===== src/rtl/uart_pkg.sv =====
// Shared types and legal-range constants for the configurable UART transmitter.
package uart_pkg;

    typedef enum logic [2:0] {
        IDLE   = 3'd0,
        START  = 3'd1,
        DATA   = 3'd2,
        PARITY = 3'd3,
        STOP   = 3'd4
    } tx_state_t;

    typedef enum logic [1:0] {
        NONE = 2'd0,
        EVEN = 2'd1,
        ODD  = 2'd2
    } parity_mode_t;

    localparam int unsigned MIN_DATA_BITS   = 5;
    localparam int unsigned MAX_DATA_BITS   = 9;
    localparam int unsigned MIN_STOP_BITS   = 1;
    localparam int unsigned MAX_STOP_BITS   = 2;
    localparam int unsigned MAX_PARITY_MODE = 2;
    localparam int unsigned MIN_BAUD_DIV    = 2;

    // Wide enough to count up to MAX_DATA_BITS bits.
    localparam int unsigned BIT_CNT_W = 4;

endpackage


===== src/rtl/uart_baud_gen.sv =====
// Bit-period timer: bit_tick pulses during the last cycle of every BAUD_DIV-cycle period;
// restart re-aligns the period so the following cycle is the first of a new bit.
module uart_baud_gen #(
    parameter int unsigned BAUD_DIV = 10
) (
    input  logic clk,
    input  logic rst_n,
    input  logic restart,
    output logic bit_tick
);

    localparam int unsigned CNT_W = (BAUD_DIV > 2) ? $clog2(BAUD_DIV) : 1;
    localparam logic [CNT_W-1:0] CNT_LAST = CNT_W'(BAUD_DIV - 1);
    localparam logic [CNT_W-1:0] CNT_PRE  = CNT_W'(BAUD_DIV - 2);

    logic [CNT_W-1:0] cnt;

    // Tick is registered one count early so it lines up with the final cycle.
    always_ff @(posedge clk or negedge rst_n) begin
        if (!rst_n) begin
            cnt      <= '0;
            bit_tick <= 1'b0;
        end else if (restart) begin
            cnt      <= '0;
            bit_tick <= 1'b0;
        end else begin
            cnt      <= (cnt == CNT_LAST) ? '0 : cnt + CNT_W'(1);
            bit_tick <= (cnt == CNT_PRE);
        end
    end

endmodule


===== src/rtl/uart_tx_cfg.sv =====
// Configurable UART transmitter with a one-entry holding buffer.
// Define UART_TX_PARITY_EN to compile in the parity bit generator and PARITY state.
module uart_tx_cfg
    import uart_pkg::*;
#(
    parameter int unsigned CLOCK_SPEED = 50_000_000,
    parameter int unsigned BAUD_RATE   = 115_200,
    parameter int unsigned DATA_BITS   = 8,
    parameter int unsigned STOP_BITS   = 1,
    parameter int unsigned PARITY_MODE = 0
) (
    input  logic                 clk,
    input  logic                 rst_n,
    input  logic [DATA_BITS-1:0] tx_data,
    input  logic                 tx_valid,
    output logic                 tx_ready,
    output logic                 tx,
    output logic                 tx_busy,
    output logic                 frame_done
);

    localparam int unsigned BAUD_DIV = CLOCK_SPEED / BAUD_RATE;
    localparam logic [BIT_CNT_W-1:0] DATA_LAST = BIT_CNT_W'(DATA_BITS - 1);
    localparam logic [BIT_CNT_W-1:0] STOP_LAST = BIT_CNT_W'(STOP_BITS - 1);

    if (DATA_BITS < MIN_DATA_BITS || DATA_BITS > MAX_DATA_BITS) begin : g_bad_data_bits
        $error("uart_tx_cfg: DATA_BITS must be within 5..9");
    end
    if (STOP_BITS < MIN_STOP_BITS || STOP_BITS > MAX_STOP_BITS) begin : g_bad_stop_bits
        $error("uart_tx_cfg: STOP_BITS must be 1 or 2");
    end
    if (PARITY_MODE > MAX_PARITY_MODE) begin : g_bad_parity_mode
        $error("uart_tx_cfg: PARITY_MODE must be 0, 1 or 2");
    end
    if (BAUD_DIV < MIN_BAUD_DIV) begin : g_bad_baud_div
        $error("uart_tx_cfg: CLOCK_SPEED/BAUD_RATE must be at least 2");
    end

    tx_state_t              state, state_next;
    logic [BIT_CNT_W-1:0]   bit_cnt, bit_cnt_next;
    logic [DATA_BITS-1:0]   shreg, shreg_next;
    logic [DATA_BITS-1:0]   buf_data;
    logic                   buf_valid, buf_valid_next;
    logic                   tx_next;
    logic                   load;
    logic                   accept;
    logic                   bit_tick;

`ifdef UART_TX_PARITY_EN
    localparam logic PAR_ON  = (PARITY_MODE != 32'(NONE));
    localparam logic PAR_ODD = (PARITY_MODE == 32'(ODD));
    logic par_bit, par_next;
`endif

    uart_baud_gen #(
        .BAUD_DIV (BAUD_DIV)
    ) u_baud_gen (
        .clk      (clk),
        .rst_n    (rst_n),
        .restart  (load),
        .bit_tick (bit_tick)
    );

    // Holding buffer: tx_ready mirrors "buffer empty" one cycle ahead.
    assign accept         = tx_valid & tx_ready;
    assign buf_valid_next = (buf_valid & ~load) | accept;

    always_ff @(posedge clk or negedge rst_n) begin
        if (!rst_n) begin
            buf_valid <= 1'b0;
            buf_data  <= '0;
            tx_ready  <= 1'b1;
        end else begin
            buf_valid <= buf_valid_next;
            tx_ready  <= ~buf_valid_next;
            if (accept) begin
                buf_data <= tx_data;
            end
        end
    end

    always_ff @(posedge clk or negedge rst_n) begin
        if (!rst_n) begin
            state   <= IDLE;
            bit_cnt <= '0;
            shreg   <= '0;
            tx      <= 1'b1;
            tx_busy <= 1'b0;
`ifdef UART_TX_PARITY_EN
            par_bit <= 1'b0;
`endif
        end else begin
            state   <= state_next;
            bit_cnt <= bit_cnt_next;
            shreg   <= shreg_next;
            tx      <= tx_next;
            tx_busy <= (state_next != IDLE);
`ifdef UART_TX_PARITY_EN
            par_bit <= par_next;
`endif
        end
    end

    // Next-state and next line-bit logic; tx_next is what the line shows next cycle.
    always_comb begin
        state_next   = state;
        bit_cnt_next = bit_cnt;
        shreg_next   = shreg;
        tx_next      = tx;
        load         = 1'b0;
`ifdef UART_TX_PARITY_EN
        par_next     = par_bit;
`endif

        case (state)
            IDLE: begin
                tx_next = 1'b1;
                load    = buf_valid;
            end
            START: begin
                if (bit_tick) begin
                    state_next   = DATA;
                    tx_next      = shreg[0];
                    shreg_next   = shreg >> 1;
                    bit_cnt_next = '0;
                end
            end
            DATA: begin
                if (bit_tick) begin
                    if (bit_cnt == DATA_LAST) begin
                        bit_cnt_next = '0;
`ifdef UART_TX_PARITY_EN
                        if (PAR_ON) begin
                            state_next = PARITY;
                            tx_next    = par_bit;
                        end else begin
                            state_next = STOP;
                            tx_next    = 1'b1;
                        end
`else
                        state_next = STOP;
                        tx_next    = 1'b1;
`endif
                    end else begin
                        bit_cnt_next = bit_cnt + BIT_CNT_W'(1);
                        tx_next      = shreg[0];
                        shreg_next   = shreg >> 1;
                    end
                end
            end
`ifdef UART_TX_PARITY_EN
            PARITY: begin
                if (bit_tick) begin
                    state_next   = STOP;
                    tx_next      = 1'b1;
                    bit_cnt_next = '0;
                end
            end
`endif
            STOP: begin
                if (bit_tick) begin
                    if (bit_cnt == STOP_LAST) begin
                        state_next = IDLE;
                        tx_next    = 1'b1;
                        load       = buf_valid;
                    end else begin
                        bit_cnt_next = bit_cnt + BIT_CNT_W'(1);
                    end
                end
            end
            default: begin
                state_next = IDLE;
                tx_next    = 1'b1;
            end
        endcase

        // Start a frame straight from the buffer; back-to-back frames get no idle bit.
        if (load) begin
            state_next   = START;
            tx_next      = 1'b0;
            shreg_next   = buf_data;
            bit_cnt_next = '0;
`ifdef UART_TX_PARITY_EN
            par_next     = PAR_ODD ? ~(^buf_data) : ^buf_data;
`endif
        end
    end

    // All terms are flops, so the pulse is aligned with the last stop-bit cycle.
    assign frame_done = (state == STOP) && (bit_cnt == STOP_LAST) && bit_tick;

endmodule


===== config.mk =====
export PLATFORM = sky130hd
export DESIGN_NAME = uart_tx_cfg
export DESIGN_NICKNAME = d
export VERILOG_FILES = /design/src/rtl/uart_pkg.sv /design/src/rtl/uart_baud_gen.sv /design/src/rtl/uart_tx_cfg.sv
export SDC_FILE = /design/constraint.sdc
export NUM_CORES = 1
export LEC_CHECK = 0
export CAP_MARGIN = 0
export CORE_ASPECT_RATIO = 1.75
export CORE_UTILIZATION = 40
export CTS_BUF_LIST = sky130_fd_sc_hd__clkbuf_4 sky130_fd_sc_hd__clkbuf_8 sky130_fd_sc_hd__clkbuf_16
export DETAILED_ROUTE_END_ITERATION = 8
export PLACE_DENSITY = 0.69
export SYNTH_ARGS = -nofsm -noshare
export SYNTH_HDL_FRONTEND = slang
export SYNTH_SLANG_ARGS = --single-unit

===== constraint.sdc =====
create_clock -name clk -period 2.4 [get_ports clk]
set_input_delay 0.48 -clock clk [delete_from_list [all_inputs] [get_ports clk]]
set_output_delay 0.48 -clock clk [all_outputs]
set_load 0.01 [all_outputs]

==> out/results.ini, run 1 <==
[status]
status = completed

[sta]
min_period_ns = 2.29
hold_violations = 0
slew_headroom_pct = 46.3
max_freq_mhz = 437
finalSetupViolations = 0
tightestPinTransition_ns = 0.806
period_share_pct = 95.3
slew_viol_final = 0
fin_setup_tns_ns = 0
rsz0062_at_grt = false
setup_ws_ns = 0.112
finClkSkew_ns = 0.0119

[cts]
cts_tree = built
insertion_delay_ns = 0.29
clock_sinks = 37
clockBufferDepth = 2
htreeDepth = 2
cts_root_buf = clkbuf_8
numCtsBuffers = 5
postCtsHoldBufs = 0
ctsResizeCount = 0
clk_pin_slew_ns = 0.08
post_cts_buffers = 0

[pwr]
swShare_pct = 21.0
combPwrFrac_pct = 6.4
p_per_area_nw_per_um2 = 628
clockPowerShare_pct = 41.8
power.internal_uw = 1070
power_frac_seq_pct = 51.8
ir_drop_mv = 0.575
leakage_uw = 0.000905
p_switching_uw = 285

[route]
routedWlPerCell_um = 13.0
firstDrtPassIters = 4
ant_nets = 0
via_count = 1320
totalWireLength_um = 3270
drt_first_iter_violations = 22
drc = 0
vias_per_cell = 5.24

[die]
io_pins = 15
dieArea_um2 = 4990
fp.dieH_um = 92.7
rows = 32
core_um2 = 4440
start_util_pct = 42.3
die_width_um = 53.8

[place]
port_buffers = 14
gp_congestion = 0.794
hpwl_um = 2320
pre_cts_ws_ns = 0.416

[setup_path]
critical_path_arrival_ns = 1.81
crit-reg2reg-launch = bit_cnt[0]$_DFFE_PN0P_
end_kind = output port
r2r_cells = 7
worstReg2RegEnd = u_baud_gen.cnt[4]$_DFF_PN0_
criticalPathCategory = flop to output port
start_kind = flop
required_ns = 1.92
critical_path_peak_fanout = 3
rrSetupSlack_ns = 0.42

[global_route]
grt_pass1_vias = 1399
grt_overflow = 0
grt_pass1_wl_um = 5840
grtUsageTotal_pct = 16.2
antenna_found_initial = 0
grt_max_degree = 38

[finish]
diodes = 0
final_util_pct = 48.6
final_common_cell = dfrtp_1
fillCellCount = 410
drive_above_1_share_pct = 13.9
fin_nets = 216
layout_common_cells = 35 x dfrtp_1, 25 x nor2_1, 13 x clkdlybuf4s50_1
area_delta_synth_final_pct = 14.9

[yosys]
syn-num-nets = 200
synth.cell_area_um2 = 1880
avgSynthCellArea_um2 = 10.2
ys_async_sr_fraction_pct = 100
synth_edf_count = 0
synth-seq-area-share_pct = 49.4
synth_seq_cells = 37
synth_ff_type = dfrtp_1
synth.distinct_cells = 44
ys_warn_count = 0
syn_inst = 184

[flow_run]
drv_cap = 0

[min_path]
worstHoldPathType = input port to asynchronous set/reset pin

[sequential cells by signal, indices dropped and copies added, names as in the netlist]
signal,cells
u_baud_gen.cnt,9
bit_cnt,4
u_baud_gen.bit_tick,1
tx_busy,1
shreg,8
tx_ready,1
state,3
buf_data,8
buf_valid,1
tx,1
[worst max-delay path: stages (launching register included)]
cell             delay [ns]
dfrtp_1                0.38
or3b_2                 0.50
nor2_1                 0.11
clkdlybuf4s50_1        0.53
[cells by family (layout without fill, tap and decap cells)]
| kind of cell | Yosys count | after routing | synth area share, % |
|---|---|---|---|
| DFF | 37 | 37 | 49.4 |
| and+or+nand+nor | 70 | 70 | 19.0 |
| muxes | 14 | 14 | 7.99 |
| buffers and inverters | 19 | 36 | 5.66 |
| adders and majority gates | 5 | 5 | 3.33 |
| AOI/OAI and AO/OA | 31 | 31 | 10.9 |
| xor gates and xnor gates | 8 | 8 | 3.73 |
[power by group through the flow]
stage                     logic, uW  registers, uW  clock network [uW]
after floorplan                52.1            707                   0
after global routing           97.8            709                 601
after CTS                      89.9            704                 584
after global placement         86.0            715                   0
final                          86.9            702                 566
after detailed placement       89.8            716                   0
[final cells by class]
type	instances	area, um^2	area share, %
Inverter	10	37.5	1.74
Multi-Input combinational cell	128	845	39.1
Clock buffer	6	82.6	3.82
Timing Repair Buffer	18	165	7.65
Clock inverter	2	37.5	1.74
Sequential cell	37	928	43.0
Tap cell	51	63.8	2.95
[synthesized netlist by cell type, types with 3 or more instances]
master	n	area (um^2)
mux2i_1	6	60.1
nand3_1	5	25.0
nor3_1	5	25.0
nor2b_1	4	25.0
xnor2_1	6	52.6
a21oi_1	10	50.1
dfrtp_1	35	876
nor2_1	25	93.8
buf_2	3	15.0
inv_1	10	37.5
nand3b_1	3	22.5
nand2b_1	4	25.0
o21ai_0	8	40.0
mux2_2	8	90.1
nand2_1	12	45.0
ha_1	5	62.6
nor4_1	3	18.8
[metal layers]
layer / share of wire [%] / vias up / GRT usage (%) / routed length (um)
met5: 0 / - / 0 / 0
li1: - / 659 / - / -
met3: 2.0 / 8 / 3.94 / 64
met1: 40 / 638 / 16.9 / 1310
met4: 3.4 / 0 / 10.1 / 112
met2: 54 / 15 / 27.4 / 1780
[stage by stage]
stage                     std cells  total power (uW)  area (um^2)  hold slack, ns
final                           252              1360         2160           0.267
after global routing            252              1410         2160           0.345
after CTS                       252              1380         2160           0.299
after detailed placement        244               806         2040           0.477
after global placement          244               801         2040           0.468
after floorplan                 184               759         1880           0.184
[how the worst max path moves through the flow]
stage,cells after the start,to,startpoint
6_report,3,frame_done,state[0]$_DFF_PN0_
5_1_grt,3,frame_done,state[0]$_DFF_PN0_
4_1_cts,3,frame_done,state[0]$_DFF_PN0_
3_5_place_dp,7,u_baud_gen.cnt[3]$_DFF_PN0_,bit_cnt[0]$_DFFE_PN0P_
3_3_place_gp,7,u_baud_gen.cnt[2]$_DFF_PN0_,bit_cnt[0]$_DFFE_PN0P_
2_1_floorplan,9,shreg[5]$_DFFE_PN0P_,bit_cnt[0]$_DFFE_PN0P_
(Power assumes the default switching activity.)
==> inputs of run 2 (changes only) <==
ABC_AREA = 1   (was not set)
==> run 2 against run 1 <==
Against the previous run: routed wire length is 7.3% higher; count of clock-buffer cells in the layout did not move; flip-flop and latch count stayed put; fmax is 1.4% higher; synthesized area fell by 0.73%; first-iteration DRC count rose by 100%; critical path type unchanged; synthesized cell count rose by 23%; setup slack gained 0.032 ns; final area decreased by 0.93%; die area shrank 0.71%; core utilization down 0.45 points; clock skew decreased by 0.0054 ns.
==> out/results.ini, run 2 <==
[setup_path]
end_kind = output port  ; unchanged
critical_path_arrival_ns = 1.78  ; was 1.81 ns
criticalPathCategory = flop to output port  ; unchanged
start_kind = flop  ; unchanged
required_ns = 1.92  ; about the same
critical_path_peak_fanout = 4  ; was 3

[yosys]
synth-seq-area-share_pct = 49.8  ; was 49.4%
synth_edf_count = 0  ; unchanged
synth.area.top_cells = dfrtp_1 47%, nand2_1 13%, nor2_1 5.4%  ; was dfrtp_1 47%, nor2_1 5.0%, mux2_2 4.8%
synth-simple-area-share_pct = 29.8  ; was 19.0%
synth_top_area_cell = dfrtp_1  ; unchanged
syn_inst = 227  ; was 184
synth_seq_cells = 37  ; unchanged
muxShareOfSynthArea_pct = 1.81  ; was 7.99%
ys_async_sr_fraction_pct = 100  ; unchanged
syn-num-nets = 243  ; was 200
avgSynthCellArea_um2 = 8.22  ; was 10.2 um^2
synth_top_area_share_pct = 46.9  ; was 46.6%
synth_compound_area_share_pct = 7.38  ; was 10.9%
synth.cell_area_um2 = 1870  ; was 1880 um^2
ys_warn_count = 0  ; unchanged
netlist_top_cells_count = 66 x nand2_1, 35 x dfrtp_1, 27 x nor2_1  ; was 35 x dfrtp_1, 25 x nor2_1, 12 x nand2_1
synth.distinct_cells = 29  ; was 44
synthXorXnorAreaFrac_pct = 1.88  ; was 3.73%
yosysMostFrequentCell = nand2_1  ; was dfrtp_1
synth_top_family_by_area = simple AND/OR/NAND/NOR gates  ; unchanged
synth_ff_type = dfrtp_1  ; unchanged
yosys.area_share.adder_pct = 3.35  ; was 3.33%

[finish]
largest_register_ffs = 9  ; unchanged
final_util_pct = 48.1  ; was 48.6%
area_delta_synth_final_pct = 14.7  ; was 14.9%
fin_nets = 262  ; was 216
drive_above_1_share_pct = 11.3  ; was 13.9%
diodes = 0  ; unchanged
reg.largest.list = u_baud_gen.cnt (9), buf_data (8), shreg (8)  ; unchanged
final_common_cell = nand2_1  ; was dfrtp_1
stdcell_area_um2 = 2140  ; was 2160 um^2
largest-register = u_baud_gen.cnt  ; unchanged
fin_cells = 298  ; was 252
layout_common_cells = 66 x nand2_1, 35 x dfrtp_1, 27 x nor2_1  ; was 35 x dfrtp_1, 25 x nor2_1, 13 x clkdlybuf4s50_1

[cts]
htreeDepth = 2  ; unchanged
ctsResizeCount = 0  ; unchanged
postCtsHoldBufs = 0  ; unchanged
cts_root_buf = clkbuf_8  ; unchanged
cts_tree = built  ; unchanged
numCtsBuffers = 5  ; unchanged
clock_sinks = 37  ; unchanged
clockBufferDepth = 2  ; unchanged
clk_pin_slew_ns = 0.07  ; was 0.08 ns
insertion_delay_ns = 0.28  ; was 0.29 ns
post_cts_buffers = 0  ; unchanged

[place]
placed_area_um2 = 2050  ; was 2040 um^2
gp_congestion = 0.852  ; was 0.794
port_buffers = 14  ; unchanged
dp.cells = 290  ; was 244
hpwl_um = 2570  ; was 2320 um

[die]
core_um2 = 4440  ; unchanged
dieArea_um2 = 4950  ; was 4990 um^2
rows = 32  ; unchanged
fp.dieH_um = 92.3  ; was 92.7 um
io_pins = 15  ; unchanged
start_util_pct = 42.0  ; was 42.3%
die_width_um = 53.6  ; was 53.8 um

[sta]
slew_headroom_pct = 48.0  ; was 46.3%
hold_violations = 0  ; unchanged
min_period_ns = 2.26  ; was 2.29 ns
period_share_pct = 94.0  ; was 95.3%
slew_viol_final = 0  ; unchanged
fin_setup_tns_ns = 0  ; unchanged
rsz0062_at_grt = false  ; unchanged
whs_ns = 0.274  ; was 0.267 ns
max_freq_mhz = 443  ; was 437 MHz
tightestPinTransition_ns = 0.780  ; was 0.806 ns
finClkSkew_ns = 0.00650  ; was 0.0119 ns
finalSetupViolations = 0  ; unchanged

[route]
drc = 0  ; unchanged
vias_per_cell = 5.05  ; was 5.24
totalWireLength_um = 3510  ; was 3270 um
ant_nets = 0  ; unchanged
via_count = 1506  ; was 1,320
drt_first_iter_violations = 45  ; was 22
routedWlPerCell_um = 11.8  ; was 13.0 um
firstDrtPassIters = 6  ; was 4

[global_route]
grt_overflow = 0  ; unchanged
grtUsageTotal_pct = 17.7  ; was 16.2%
grt_max_degree = 38  ; unchanged
grt_pass1_vias = 1488  ; was 1,399
antenna_found_initial = 0  ; unchanged
grt_pass1_wl_um = 6350  ; was 5840 um

[min_path]
worstHoldPathType = input port to asynchronous set/reset pin  ; unchanged

[status]
status = completed  ; unchanged

[flow_run]
drv_cap = 0  ; unchanged

[pwr]
ir_drop_mv = 0.451  ; was 0.575 mV
leakage_uw = 0.00104  ; was 0.000905 uW
p_per_area_nw_per_um2 = 558  ; was 628 nW/um^2

## run 2: cell count changes in the layout (fill, tap and decap cells not counted), sizes merged, moves of 5 or more
cell and delta:
inv +16, mux2 -5, mux2i -6, nand2 +59, nand3 +8, nand4 +6
xnor2 -6
## run 2: final cells by class
| type | instances | area (um^2) |
|---|---|---|
| clock buffer | 6 | 76.3 |
| multi-input combinational | 162 | 826 |
| inverter | 26 | 100 |
| tap | 51 | 63.8 |
| clock inverter | 2 | 10.0 |
| fill | 426 | 2300 |
| timing repair buffer | 14 | 135 |
| sequential | 37 | 928 |
## run 2: logic make-up (layout without fill, tap and decap cells)
kind of cell,count (synthesis),count (layout)
xor gates and xnor gates,4,4
adders and majority gates,5,5
buffers and inverters,28,48
and+or+nand+nor,126,126
muxes,3,3
DFF,37,37
AOI/OAI and AO/OA,24,24
## run 2: critical path, cell delays in order (launching register included)
cell             delay [ns]
dfrtp_1                0.41
inv_1                  0.08
ha_1                   0.21
nand3_2                0.14
nor2_1                 0.11
clkdlybuf4s50_1        0.53
## run 2: routing by layer
layer  part of all wire [%]  vias up  global-route usage, %
met2                     53       32                   28.2
met4                    4.2        0                   11.2
met3                    2.4       14                   3.12
met5                      0        -                      0
li1                       -      762                      -
met1                     40      698                   21.1
## run 2: final timing paths
check	startpoint	endpoint	slack, ns	cells after the start
setup reg to reg	bit_cnt[0]$_DFFE_PN0P_	shreg[5]$_DFFE_PN0P_	0.62	9
hold / removal	rst_n	u_baud_gen.cnt[5]$_DFF_PN0_	0.27	1
hold reg to reg	shreg[3]$_DFFE_PN0P_	shreg[3]$_DFFE_PN0P_	0.47	2
setup / recovery	bit_cnt[0]$_DFFE_PN0P_	frame_done	0.14	5
min in group clk	shreg[3]$_DFFE_PN0P_	shreg[3]$_DFFE_PN0P_	0.47	2
max in group asynchronous	rst_n	buf_data[1]$_DFFE_PN0P_	1.63	1
## run 2: report_power, final
part / internal (uW) / leakage [uW] / total (uW) / switching (uW)
clock: 212 / 0.0000484 / 417 / 205
sequential: 673 / 0.000436 / 690 / 17.3
combinational: 42.9 / 0.000551 / 85.3 / 42.4
total: 928 / 0.00104 / 1190 / 265
## run 2: through the flow
step | setup WS [ns] | total power (uW)
2_1_floorplan | 0.937 | 748
3_3_place_gp | 0.483 | 788
3_5_place_dp | 0.444 | 791
4_1_cts | 0.128 | 1220
5_1_grt | 0.0268 | 1260
6_report | 0.145 | 1190
==> inputs of run 3 (changes only) <==
REMOVE_ABC_BUFFERS = 1   (was not set)
==> run 3 against run 2 <==
Against the previous run: final area grew 0.23%; critical path depth unchanged; register-to-register slack hardly changed; first-iteration DRC count decreased by 29%; largest power group unchanged.
==> out/results.ini, run 3 (synthesis results as in run 2) <==
[status]
status = completed  ; unchanged

[setup_path]
criticalPathCategory = flop to output port  ; unchanged
cp_slowest_cell = clkdlybuf4s50_1  ; unchanged
path_cells = inv_1 > ha_1 > nand3_2 > nor2_1 > clkdlybuf4s50_1  ; unchanged
end_kind = output port  ; unchanged
slowest_delay_ns = 0.54  ; was 0.53 ns
start_kind = flop  ; unchanged
critical_path_arrival_ns = 1.79  ; was 1.78 ns
required_ns = 1.92  ; about the same
rrSetupSlack_ns = 0.63  ; was 0.62 ns
r2r_cells = 9  ; unchanged
path_delay_family = buffers and inverters  ; unchanged
crit_buf_inv = 2  ; unchanged
cp.depth = 5  ; unchanged
critical_path_peak_fanout = 4  ; unchanged

[route]
drc = 0  ; unchanged
ant_nets = 0  ; unchanged
firstDrtPassIters = 4  ; was 6
via_count = 1504  ; was 1,506
drt_first_iter_violations = 32  ; was 45
vias_per_cell = 5.05  ; about the same
routedWlPerCell_um = 11.7  ; was 11.8 um
totalWireLength_um = 3500  ; was 3510 um

[pwr]
p_switching_uw = 254  ; was 265 uW
power_frac_seq_pct = 57.0  ; was 57.9%
combPwrFrac_pct = 7.2  ; was 7.1%
power.internal_uw = 956  ; was 928 uW
p_per_area_nw_per_um2 = 564  ; was 558 nW/um^2
power_uw = 1210  ; was 1190 uW
leakage_uw = 0.00104  ; about the same
swShare_pct = 21.0  ; was 22.2%
ir_drop_mv = 0.443  ; was 0.451 mV
clockPowerShare_pct = 35.8  ; was 35.0%

[sta]
max_freq_mhz = 441  ; was 443 MHz
finClkSkew_ns = 0.00624  ; was 0.00650 ns
finalSetupViolations = 0  ; unchanged
rsz0062_at_grt = false  ; unchanged
whs_ns = 0.273  ; was 0.274 ns
period_share_pct = 94.4  ; was 94.0%
slew_viol_final = 0  ; unchanged
fin_setup_tns_ns = 0  ; unchanged
min_period_ns = 2.27  ; was 2.26 ns
slew_headroom_pct = 48.8  ; was 48.0%
hold_violations = 0  ; unchanged
tightestPinTransition_ns = 0.768  ; was 0.780 ns

[cts]
clockBufferDepth = 2  ; unchanged
htreeDepth = 2  ; unchanged
cts_tree = built  ; unchanged
cts_root_buf = clkbuf_8  ; unchanged
numCtsBuffers = 5  ; unchanged
post_cts_buffers = 0  ; unchanged
ctsResizeCount = 0  ; unchanged
clock_sinks = 37  ; unchanged
insertion_delay_ns = 0.28  ; about the same
clk_pin_slew_ns = 0.07  ; about the same
postCtsHoldBufs = 0  ; unchanged

[place]
hpwl_um = 2640  ; was 2570 um
gp_congestion = 0.863  ; was 0.852
port_buffers = 14  ; unchanged

[finish]
largest-register = u_baud_gen.cnt  ; unchanged
area_delta_synth_final_pct = 15.0  ; was 14.7%
diodes = 0  ; unchanged
fin_nets = 262  ; unchanged
final_common_cell = nand2_1  ; unchanged
reg.largest.list = u_baud_gen.cnt (9), buf_data (8), shreg (8)  ; unchanged
layout_common_cells = 66 x nand2_1, 35 x dfrtp_1, 27 x nor2_1  ; unchanged
largest_register_ffs = 9  ; unchanged
drive_above_1_share_pct = 11.3  ; unchanged

[die]
rows = 32  ; unchanged
dieArea_um2 = 4950  ; unchanged
io_pins = 15  ; unchanged
fp.dieH_um = 92.3  ; unchanged
start_util_pct = 42.0  ; unchanged
die_width_um = 53.6  ; unchanged
core_um2 = 4440  ; unchanged

[global_route]
grt_pass1_vias = 1456  ; was 1,488
grt_max_degree = 38  ; unchanged
antenna_found_initial = 0  ; unchanged
grt_overflow = 0  ; unchanged
grtUsageTotal_pct = 17.2  ; was 17.7%
grt_pass1_wl_um = 6170  ; was 6350 um

[flow_run]
drv_cap = 0  ; unchanged

[min_path]
worstHoldPathType = input port to asynchronous set/reset pin  ; unchanged

-- run 3: cell count changes in the layout (fill, tap and decap cells not counted), sizes merged --
| cell | before | now |
|---|---|---|
| clkbuf | 6 | 8 |
| clkinv | 2 | 0 |
-- run 3: stage by stage --
stage / setup WS, ns / area [um^2] / std cells / utilization (%)
2_1_floorplan: 0.890 / 1850 / 225 / -
3_3_place_gp: 0.487 / 2050 / 290 / 46.2
3_5_place_dp: 0.442 / 2050 / 290 / 46.2
4_1_cts: 0.126 / 2140 / 298 / 48.3
5_1_grt: 0.00958 / 2140 / 298 / 48.3
6_report: 0.135 / 2140 / 298 / 48.3
-- run 3: cell type report --
class                           instances  area (um^2)
Fill cell                             444         2300
Sequential cell                        37          928
Multi-Input combinational cell        162          826
Timing Repair Buffer                   14          135
Inverter                               26          100
Clock buffer                            8         91.3
Tap cell                               51         63.8
-- run 3: final timing paths --
path / startpoint / endpoint
max in group asynchronous: rst_n / shreg[3]$_DFFE_PN0P_
max reg2reg: bit_cnt[0]$_DFFE_PN0P_ / shreg[7]$_DFFE_PN0P_
min in group clk: shreg[4]$_DFFE_PN0P_ / shreg[4]$_DFFE_PN0P_
min: rst_n / u_baud_gen.cnt[5]$_DFF_PN0_
min reg2reg: shreg[4]$_DFFE_PN0P_ / shreg[4]$_DFFE_PN0P_
max: bit_cnt[0]$_DFFE_PN0P_ / frame_done
-- run 3: metal layers --
layer / up-vias / GRT usage [%] / wire (um) / share of wire [%]
met4: 0 / 10.5 / 91 / 2.6
met2: 24 / 27.7 / 1890 / 54
met3: 8 / 3.61 / 80 / 2.3
li1: 759 / - / - / -
met5: - / 0 / 0 / 0
met1: 713 / 20.0 / 1440 / 41
-- run 3: power by group through the flow --
stage               registers (uW)  clock network [uW]  logic (uW)
floorplan                      699                   0        48.7
global route                   694                 485         102
detailed placement             702                   0        90.8
global placement               701                   0        87.8
CTS                            690                 451        91.0
finish                         690                 433        87.5
-- run 3: worst reg2reg max path: cells and delay by family, from the launching register on --
kind	cells	cell delay [ns]
DFF	1	0.41
and+or+nand+nor	4	0.47
buffers and inverters	2	0.19
AOI/OAI and AO/OA	2	0.38
adders and majority gates	1	0.21
